**config.mk**
```make
export PLATFORM = sky130hd
export DESIGN_NAME = shift_register_74595
export DESIGN_NICKNAME = d
export VERILOG_FILES = /design/src/rtl/sn74xxxx_pkg.sv /design/src/rtl/pin_sync_edge.sv /design/src/rtl/shift_register_74595.sv
export SDC_FILE = /design/constraint.sdc
export NUM_CORES = 1
export LEC_CHECK = 0
export CAP_MARGIN = 20
export CORE_UTILIZATION = 55
export DETAILED_ROUTE_END_ITERATION = 10
export DONT_BUFFER_PORTS = 1
export PLACE_DENSITY = 0.7
export SYNTH_ARGS = -nofsm -noshare
export SYNTH_HDL_FRONTEND = slang
export SYNTH_HIERARCHICAL = 1
export SYNTH_SLANG_ARGS = --single-unit
```
**constraint.sdc**
```tcl
create_clock -name C -period 2.3 [get_ports C]
set_input_delay 0.46 -clock C [delete_from_list [all_inputs] [get_ports C]]
set_output_delay 0.46 -clock C [all_outputs]
set_load 0.1 [all_outputs]
```
**src/rtl/sn74xxxx_pkg.sv**
```systemverilog
// Shared definitions for the SN74xxxx-class logic replicas: default widths,
// synchroniser limits and the byte type used on parallel ports.
package sn74xxxx_pkg;

    localparam int SN74_DEFAULT_WIDTH = 8;
    localparam int SN74_MIN_SYNC      = 2;

    typedef logic [SN74_DEFAULT_WIDTH-1:0] sn74_byte_t;

    // Metastability chains shorter than the minimum are silently stretched.
    function automatic int sn74_sync_depth(input int requested);
        return (requested < SN74_MIN_SYNC) ? SN74_MIN_SYNC : requested;
    endfunction

endpackage

```
**src/rtl/pin_sync_edge.sv**
```systemverilog
// Samples one chip clock pin plus the data pins that must stay aligned with it,
// and flags the pin's rising edge in the system clock domain.
module pin_sync_edge
    import sn74xxxx_pkg::*;
#(
    parameter bit SYNC_EN     = 1'b0,
    parameter int SYNC_STAGES = SN74_MIN_SYNC,
    parameter int SIDE_W      = 1
) (
    input  logic              C,
    input  logic              nR,
    input  logic              pin_i,
    input  logic [SIDE_W-1:0] side_i,
    output logic [SIDE_W-1:0] side_o,
    output logic              rise_o
);

    localparam int STAGES = SYNC_EN ? sn74_sync_depth(SYNC_STAGES) : 1;
    localparam int LANE_W = SIDE_W + 1;

    // Each stage carries the clock pin in the MSB and its side pins below it.
    logic [STAGES-1:0][LANE_W-1:0] pipe_q, pipe_d;
    logic                          hist_q, hist_d;
    logic                          pin_p;

    assign pin_p  = pipe_q[STAGES-1][LANE_W-1];
    assign side_o = pipe_q[STAGES-1][SIDE_W-1:0];
    assign rise_o = pin_p & ~hist_q;

    always_comb begin
        // NOTE: every combinational output gets a value on every path, otherwise a latch is inferred.
        pipe_d[0] = {pin_i, side_i};
        for (int i = 1; i < STAGES; i++) begin
            pipe_d[i] = pipe_q[i-1];
        end
        hist_d = pin_p;
    end

    // NOTE: reset is synchronous, so it lives inside the clocked branch rather than the sensitivity list.
    always_ff @(posedge C) begin
        if (!nR) begin
            // Everything resets high, so a pin that is already high at release shows no edge.
            pipe_q <= '1;
            hist_q <= 1'b1;
        end else begin
            // NOTE: non-blocking assignments keep every flop sampling the pre-edge values.
            pipe_q <= pipe_d;
            hist_q <= hist_d;
        end
    end

endmodule

```
**src/rtl/shift_register_74595.sv**
```systemverilog
// SN74HC595-style serial-in/parallel-out register with storage latch, running on
// one system clock. Define SHIFT_REG_74595_SYNC_EN to add metastability chains on the pins.
module shift_register_74595
    import sn74xxxx_pkg::*;
#(
    parameter int WIDTH       = SN74_DEFAULT_WIDTH,
    parameter int SYNC_STAGES = 2
) (
    input  logic             C,
    input  logic             nR,
    input  logic             ser,
    input  logic             srclk,
    input  logic             rclk,
    input  logic             srclr_n,
    input  logic             oe_n,
    output logic [WIDTH-1:0] q,
    output logic             qh_s
);

`ifdef SHIFT_REG_74595_SYNC_EN
    localparam bit SYNC_EN = 1'b1;
`else
    localparam bit SYNC_EN = 1'b0;
`endif

    logic             ser_p, srclr_n_p, oe_n_p;
    logic             rise_s, rise_r;
    logic [WIDTH-1:0] sr_q, sr_d;
    logic [WIDTH-1:0] st_q, st_d;

    // ser and srclr_n ride the SRCLK chain; oe_n rides the RCLK chain, so every
    // pin sees the same pipeline depth.
    pin_sync_edge #(
        .SYNC_EN     (SYNC_EN),
        .SYNC_STAGES (SYNC_STAGES),
        .SIDE_W      (2)
    ) u_srclk_sync (
        .C      (C),
        .nR     (nR),
        .pin_i  (srclk),
        .side_i ({ser, srclr_n}),
        .side_o ({ser_p, srclr_n_p}),
        .rise_o (rise_s)
    );

    pin_sync_edge #(
        .SYNC_EN     (SYNC_EN),
        .SYNC_STAGES (SYNC_STAGES),
        .SIDE_W      (1)
    ) u_rclk_sync (
        .C      (C),
        .nR     (nR),
        .pin_i  (rclk),
        .side_i (oe_n),
        .side_o (oe_n_p),
        .rise_o (rise_r)
    );

    always_comb begin
        sr_d = sr_q;
        if (!srclr_n_p) begin
            sr_d = '0;
        end else if (rise_s) begin
            sr_d = {sr_q[WIDTH-2:0], ser_p};
        end
        // Storage takes the pre-shift value, giving the datasheet one-stage lag with tied clocks.
        st_d = rise_r ? sr_q : st_q;
    end

    always_ff @(posedge C) begin
        if (!nR) begin
            sr_q <= '0;
            st_q <= '0;
        end else begin
            sr_q <= sr_d;
            st_q <= st_d;
        end
    end

    assign q    = oe_n_p ? '0 : st_q;
    assign qh_s = sr_q[WIDTH-1];

endmodule

```
==> results.toml <==
[cells_and_area]
diodes = 0
seq_area_um2 = 460
postLayoutCellArea_um2 = 961
fill_cells = 107
drive_gt1_share_pct = 26.7
fin_nets = 94
syn_to_final_growth_pct = 11.0
multi_input_area_um2 = 388

[power_and_ir_drop]
vdd.ir_drop.worst_v = 0.000358
pwr_density_cell_mw_per_mm2 = 635
p_leak_uw = 0.000347

[grt]
antenna_found_initial = 0
grt_first_pass_wirelength_um = 2170
grt_pass1_vias = 519
grt_max_degree = 17
gr-total-overflow = 0
grt_util_all_layers_pct = 16.4

[sta]
finalSetupTns_ps = 0
worst_pin_slew_ps = 444
final_hold_viol_count = 0
rsz0062_at_grt = "no"
finalCriticalPeriod_ps = 1700
slew_violations = 0
finalSetupViolCount = 0
clock_skew_ps = 2.68
slew_headroom_pct = 70.3
fmax_mhz = 588
finalCritPeriodShare_pct = 73.9

[floorplanning]
dieHeight_um = 41.7
fp.dieArea_mm2 = 0.00174
die_w_um = 41.7
core.rowCount = 13
start_util_pct = 62.6
pin_count = 16
core_mm2 = 0.00138

[placed_design]
gp_congestion = 0.758
placed_area_um2 = 935
dp_hpwl_um = 833
portBuffers = 0

[synth]
synth-seq-cells = 23
synth_nets = 84
synth-simple-area-share_pct = 24.0
synth_top_family_by_area = "simple AND/OR/NAND/NOR gates"
synthCells = 77
synth_area_um2 = 866
synth-compound-area-share_pct = 0
synth.distinct_cells = 9
synth-xor-area-share_pct = 0
ys_warn_count = 6
ys_seq_area_share_pct = 53.2
synth.area.mux_share_pct = 18.5
synth_area_per_cell_um2 = 11.2
synth_fa_ha_area_share_pct = 0

[detailed_routing]
viasPerCell = 5.15
drt_iter0_drc = 5
drt_pass1_iterations = 3
via_count = 520
ant_nets = 0
drc = 0
wl_per_cell_um = 11.8
postRouteWirelength_um = 1200

[setup_path]
crit_type = "register to output port"
crit_chain = "nor2b_2, buf_4"
slowest_delay_ps = 610
endpoint_kind = "output port"
worstPathArrival_ps = 1240
critPathLaunchType = "register"
r2r_slack_ps = 1240
slowest_stage = "dfxtp_1"
cp.required_ps = 1840
crit_fanout = 8

[cts]
hold_buffers = 0
worstSkewPairLatency_ps = 300
cts_made_buffers = 3
clock_sinks = 23
cts_tree = "yes"
root_buffer = "clkbuf_4"
cts.path.max_buffers = 2
cts_setup_buffers = 0
cts_max_level = 1
postCtsResizedCells = 0
path_clk_slew_ps = 110

[status]
status = "completed"

[min_path]
hp-class = "primary input to register"

[run]
maxCapViolations = 0
worst max-delay path: cells and delay by family, from the launching register on:
family / cells / cell delay [ps]
AND/OR/NAND/NOR: 1 / 80
flip-flops: 1 / 610
buffers and inverters: 1 / 240
cell families after synthesis:
family	count (synthesis)
AND/OR/NAND/NOR	34
flip-flops	23
multiplexers	16
buffers and inverters	4
report_power, final:
group	switching (µW)	internal (µW)	total (µW)	leakage, µW
Clock	111	67.6	179	0.0000150
Sequential	6.23	405	411	0.000187
Combinational	8.89	12.0	20.9	0.000144
Total	126	485	611	0.000347
layer usage:
metal	vias up	global-route usage (%)	part of all wire, %
li1	263	-	-
met1	236	20.0	47
met2	16	27.2	45
met3	5	3.91	5.3
met4	0	7.74	2.3
met5	-	0	0
area by class of cell:
cell class | instances | share of cell area (%)
tap | 15 | 1.95
clock buffer | 4 | 2.73
timing repair buffer | 9 | 7.03
sequential | 23 | 47.9
multi-input combinational | 50 | 40.4
worst paths after layout:
path / depth (start not counted) / from / end
setup / recovery: 2 / u_rclk_sync/pipe_q[0] / q[1]
hold reg to reg: 1 / u_rclk_sync/pipe_q[1] / u_rclk_sync/hist_q
hold / removal: 1 / nR / u_srclk_sync/pipe_q[1]
setup reg to reg: 3 / u_rclk_sync/pipe_q[1] / st_q[5]
stage by stage:
step	utilization (%)	total power [µW]	cells	hold slack (ps)	setup slack, ps
after floorplan	-	442	77	412	141
after global placement	67.6	441	97	427	935
after detailed placement	67.6	442	97	431	922
after CTS	69.5	617	101	219	570
after global routing	69.5	636	101	196	507
final	69.5	611	101	221	600
registers in the layout, summed over array words and instances, names as in the netlist:
name                 cells
u_srclk_sync/pipe_q      3
u_rclk_sync/pipe_q       2
sr_q                     8
st_q                     8
u_srclk_sync/hist_q      1
u_rclk_sync/hist_q       1
cells in the final DEF, fill, tap and decap left out:
master    netlist  final
clkbuf_4        0      3
clkbuf_1        0      1
nor2b_1        16      8
nor2_1          8      8
buf_4           2      9
mux2i_1        16     16
nor2b_4         2      2
dfxtp_1        23     23
nand2b_1        7      7
nand2_2         1      1
nor2b_2         0      8
synth_stat cells:
library cell   n  area, µm²
nand2b_1       7       43.8
nor2b_4        2       27.5
buf_4          2       15.0
nand2_2        1       6.26
dfxtp_1       23        460
nor2b_1       16        100
nor2_1         8       30.0
buf_6          2       22.5
mux2i_1       16        160
Note: power is estimated with default switching activity, not from simulation.
